## config.mk

```make
export PLATFORM = sky130hd
export DESIGN_NAME = instr_decode_pipe
export DESIGN_NICKNAME = d
export VERILOG_FILES = /design/src/rtl/instr_decode_pipe.sv
export SDC_FILE = /design/constraint.sdc
export NUM_CORES = 1
export LEC_CHECK = 0
export CORE_MARGIN = 10
export CORE_UTILIZATION = 40
export DETAILED_ROUTE_END_ITERATION = 8
export PLACE_DENSITY = 0.64
export SLEW_MARGIN = 20
export SYNTH_ARGS = -nofsm -noshare
export SYNTH_HDL_FRONTEND = slang
export SYNTH_SLANG_ARGS = --single-unit
```

## constraint.sdc

```tcl
create_clock -name clk -period 8.3 [get_ports clk]
set_input_delay 1.245 -clock clk [delete_from_list [all_inputs] [get_ports clk]]
set_output_delay 1.245 -clock clk [all_outputs]
set_load 0.1 [all_outputs]
```

## src/rtl/instr_decode_pipe.sv

```systemverilog
// Instruction decoder feeding a DEPTH-entry output queue with an illegal-word counter.
// Optional extended opcode set enabled by defining DECODE_EXT_EN.
module instr_decode_pipe #(
   parameter int unsigned CODE_W = 5,
   parameter int unsigned DEPTH  = 2
) (
   input  logic              clk,
   input  logic              reset,
   input  logic              flush,
   input  logic              in_valid,
   output logic              in_ready,
   input  logic [31:0]       in_instr,
   input  logic [31:0]       in_pc,
   output logic              out_valid,
   input  logic              out_ready,
   output logic [CODE_W-1:0] out_code,
   output logic              out_illegal,
   output logic [31:0]       out_instr,
   output logic [31:0]       out_pc,
   output logic [15:0]       illegal_cnt
);

   localparam int unsigned PTR_W = (DEPTH > 1) ? $clog2(DEPTH) : 1;
   localparam int unsigned CNT_W = $clog2(DEPTH + 1);

   typedef struct packed {
      logic [CODE_W-1:0] code;
      logic              illegal;
      logic [31:0]       instr;
      logic [31:0]       pc;
   } entry_t;

   logic [5:0]       op;
   logic [5:0]       funct;
   logic [4:0]       code_n;
   entry_t           dec;
   entry_t           head;
   entry_t           mem [DEPTH];
   logic [PTR_W-1:0] wr_ptr;
   logic [PTR_W-1:0] rd_ptr;
   logic [CNT_W-1:0] count;
   logic             push;
   logic             pop;

   assign op    = in_instr[31:26];
   assign funct = in_instr[5:0];

   // Code 0 means unrecognised; every path starts from that default.
   always_comb begin
      code_n = 5'd0;
      case (op)
         6'b000000: begin
            case (funct)
               6'b100001: code_n = 5'd1;
               6'b100011: code_n = 5'd2;
               6'b001000: code_n = 5'd3;
               6'b000000: code_n = 5'd4;
`ifdef DECODE_EXT_EN
               6'b100000: code_n = 5'd11;
               6'b100010: code_n = 5'd12;
               6'b100100: code_n = 5'd13;
               6'b100101: code_n = 5'd14;
               6'b101010: code_n = 5'd15;
`endif
               default:   code_n = 5'd0;
            endcase
         end
         6'b001101: code_n = 5'd5;
         6'b100011: code_n = 5'd6;
         6'b101011: code_n = 5'd7;
         6'b000100: code_n = 5'd8;
         6'b001111: code_n = 5'd9;
         6'b000011: code_n = 5'd10;
`ifdef DECODE_EXT_EN
         6'b000101: code_n = 5'd16;
         6'b000010: code_n = 5'd17;
         6'b001001: code_n = 5'd18;
`endif
         default:   code_n = 5'd0;
      endcase
   end

   always_comb begin
      dec.code    = CODE_W'(code_n);
      dec.illegal = (code_n == 5'd0);
      dec.instr   = in_instr;
      dec.pc      = in_pc;
   end

   assign in_ready  = (count < CNT_W'(DEPTH));
   assign out_valid = (count != '0);
   assign push      = in_valid && in_ready && !flush;
   assign pop       = out_valid && out_ready && !flush;

   // Head entry is masked to zero while the queue is empty.
   assign head        = mem[rd_ptr];
   assign out_code    = out_valid ? head.code    : '0;
   assign out_illegal = out_valid ? head.illegal : 1'b0;
   assign out_instr   = out_valid ? head.instr   : '0;
   assign out_pc      = out_valid ? head.pc      : '0;

   always_ff @(posedge clk) begin
      if (push) mem[wr_ptr] <= dec;
   end

   always_ff @(posedge clk or posedge reset) begin
      if (reset) begin
         wr_ptr      <= '0;
         rd_ptr      <= '0;
         count       <= '0;
         illegal_cnt <= '0;
      end else if (flush) begin
         wr_ptr <= '0;
         rd_ptr <= '0;
         count  <= '0;
      end else begin
         if (push) wr_ptr <= wr_ptr + PTR_W'(1);
         if (pop)  rd_ptr <= rd_ptr + PTR_W'(1);
         case ({push, pop})
            2'b10:   count <= count + CNT_W'(1);
            2'b01:   count <= count - CNT_W'(1);
            default: count <= count;
         endcase
         if (push && dec.illegal && (illegal_cnt != 16'hFFFF))
            illegal_cnt <= illegal_cnt + 16'd1;
      end
   end

endmodule
```

==> results.ini <==
[sta]
report.final.slew_viol_count=0
fin_tns_setup_ps=0
fin_worst_skew_ps=6.02
hold_viol=0
max_slew.worst_pin.slew_ps=1050
final.hold.worst_slack_ps=527
layout_worst_path_cycle_share_pct=56.8
slew_headroom_pct=29.8
final_period_minus_worst_setup_slack_ps=4710
unrepaired_setup_endpoints_after_global_routing=no
fmaxAchievable_ghz=0.212
report.final.setup_viol=0

[power_and_ir_drop]
switch_share_pct=32.1
internal_power_mw=1.59
power_per_cell_area_nw_per_um2=266
power.ir.vdd_worst_uv=260
p_clk_share_pct=35.0
comb_power_share_pct=24.6
leakage_nw=2.99
p_sw_mw=0.753
power.share.sequential_pct=40.4

[logic_synthesis]
synthesis.area_per_instance_um2=15.1
yosys-top-cells-count=sky130_fd_sc_hd__edfxtp_1 (138), sky130_fd_sc_hd__nor2_1 (83), sky130_fd_sc_hd__mux2i_1 (69), sky130_fd_sc_hd__dfrtp_1 (20), sky130_fd_sc_hd__xnor2_1 (13)
cell_count_after_synthesis=424
asyncSetResetFlopFracSynth_pct=12.7
post_synth_main_area_contributors=sky130_fd_sc_hd__edfxtp_1 (65%), sky130_fd_sc_hd__mux2i_1 (11%), sky130_fd_sc_hd__dfrtp_1 (7.8%)
synth.yosys.seq_area_share_pct=72.6
postSynth.topFlopCell=sky130_fd_sc_hd__edfxtp_1
synth.yosys.warnings=0
synth-edff-count=138
most_frequent_cell_after_synthesis=sky130_fd_sc_hd__edfxtp_1
net_count_of_the_mapped_netlist=494
ffs_latches_synth=158
synthDominantAreaCellType=sky130_fd_sc_hd__edfxtp_1
netlist_area_um2=6400
synthDistinctLibCells=41
synth_top_area_share_pct=64.8

[clock_network]
clk_root_buffer_cell=sky130_fd_sc_hd__clkbuf_16
clk_pin_slew_ps=60
tritoncts_clock_tree=built
cts_repair_resize_count=0
clock_tree.htree_level_count=4
post-cts-setup-buffers=0
cts-root-to-sink-buffers=2
clk_latency_worst_skew_pair_ps=410
post_cts_hold_buffer_count=0
cts_made_buffers=17
clock_sinks=158

[setup_path]
ff2ff_path_depth=5
critical_path_required_ps=7050
worst_setup_path_end_kind=primary output
timing.setup.critical_path_class=reg -> out
worst_path_max_delay_cell=sky130_fd_sc_hd__clkdlybuf4s50_1
worstPathArrival_ps=3470
worst_path_cell_chain=buf_4 -> mux2i_1 -> nor2_1 -> clkdlybuf4s50_1
worst-r2r-setup-slack_ps=5910
timing.rr.start=count[1]
cpPeakStageDelay_ps=1190
cp-startpoint=rd_ptr
critPathLaunchType=flop
critPathMaxFanout=44

[floorplanning]
fp-row-count=46
core_area_um2=15800
fp.dieH_um=146
number_of_placed_i_o_pins=157
die-area_um2=21400
die_width_um=146
initial_utilization_pct=40.6

[global_routing]
maximum_number_of_pins_on_one_net_before_global_route_repair=70
first_global_vias=4050
gr-usage-all-layers_pct=13.5
antenna_found_initial=0
grt_first_pass_wirelength_um=22700
grt_remaining_overflow=0

[placement]
port_buffers=155
finalWeightedCongestion=0.816
dp_hpwl_um=9810
dp_cells=781

[cells_and_area]
final_layout_size_suffix_gt1_share_pct=6.71
nets=654
syn2layout_area_growth_pct=37.8
n_antenna_cell=0
nFillCells=1314
count_of_non_filler_cells_in_the_finished_layout=812

[detailed_routing]
detail_route.drc_violations=0
drt-initial-drc-count=196
num_vias=3939
totalWireLength_um=14700
route.detailed.vias_per_inst=4.85
antenna_violating_nets_post_route=0
wl_per_cell_um=18.1
first_pass_iters=4

[min_path]
min_from=illegal_cnt[13]
timing.hold.worst.class=reg -> reg
holdPathStages=1

[run]
timing.max_cap.violations=0

[run_status]
outcome=finished, final reports clean

[flip-flops by register name (all words and copies together), names as in the netlist]
signal       cells
mem            138
illegal_cnt     16
wr_ptr           1
rd_ptr           1
count            2
[layout make-up]
class / instances / area [µm²] / area share, %
sequential: 158 / 4650 / 52.7
multi-input combinational: 242 / 1670 / 18.9
timing repair buffer: 159 / 1580 / 17.9
clock buffer: 18 / 429 / 4.87
tap: 216 / 270 / 3.07
clock inverter: 13 / 195 / 2.21
inverter: 6 / 22.5 / 0.256
[critical path, delay by kind of cell, from the launching register on]
family                 cells  cell delay, ps
flip-flops                 1             730
buffers and inverters      2            1900
AND/OR/NAND/NOR            1             230
multiplexers               1             160
[per-layer routing]
| layer | share of wire [%] | wire [µm] | GRT usage [%] | vias up |
|---|---|---|---|---|
| met5 | 0 | 0 | 0 | - |
| met4 | 0.76 | 112 | 3.95 | 0 |
| met3 | 6.6 | 971 | 5.59 | 11 |
| met2 | 48 | 7040 | 21.6 | 116 |
| met1 | 45 | 6560 | 16.3 | 1927 |
| li1 | - | - | - | 1885 |
[metrics by stage]
| step | setup slack [ps] | area [µm²] | utilization [%] | power [mW] |
|---|---|---|---|---|
| floorplan | 3350 | 6400 | - | 1.38 |
| global placement | 4000 | 8190 | 51.9 | 1.54 |
| detailed placement | 3990 | 8190 | 51.9 | 1.54 |
| CTS | 3530 | 8810 | 55.9 | 2.37 |
| global route | 3370 | 8810 | 55.9 | 2.43 |
| finish | 3590 | 8810 | 55.9 | 2.34 |
[cell families (layout without fill, tap and decap cells)]
group                    after synthesis  after routing  synth area share (%)
adder cells (fa/ha/maj)                1              1                 0.196
other                                  1              1                0.0586
AND/OR/NAND/NOR                      138            138                  10.3
XOR/XNOR                              16             16                  2.19
flip-flops                           158            158                  72.6
AO/OA/AOI/OAI                         15             15                  1.70
buffers and inverters                 24            196                  1.68
multiplexers                          71             71                  11.2
[cell usage in the layout (no fill, tap or decap), drive strengths merged, types with 2 or more instances in the layout]
cell type      netlist  routed
nor3b                3       3
xnor2               13      13
nor2                83      83
inv                  6       7
edfxtp             138     138
and3b                2       2
clkinvlp             0       2
o21ai                4       4
bufinv               0       5
nand3                8       8
dfrtp               20      20
clkbuf               7      18
nand2b               5       5
a21oi                4       4
nand4                9       9
nor3                 6       6
clkdlybuf4s50        0     155
nor2b                3       3
buf                 11       4
clkinv               0       5
mux2i               69      69
and3                 7       7
nand2                4       4
mux2                 2       2
nor4                 2       2
xor2                 3       3
[final timing paths]
| path | end |
|---|---|
| worst max register to register | illegal_cnt[1] |
| max in group asynchronous | rd_ptr |
| worst min register to register | illegal_cnt[13] |
| min in group asynchronous | illegal_cnt[7] |
| worst min-delay path | illegal_cnt[13] |
| worst max-delay path | out_code[0] |
[power by group through the flow]
stage,clock (mW),combinational (mW),sequential [mW]
floorplan,0,0.332,1.05
finish,0.820,0.576,0.947
global route,0.873,0.599,0.953
detailed placement,0,0.580,0.963
global placement,0,0.577,0.962
CTS,0.837,0.582,0.948
Power figures use the tool's default switching activity.
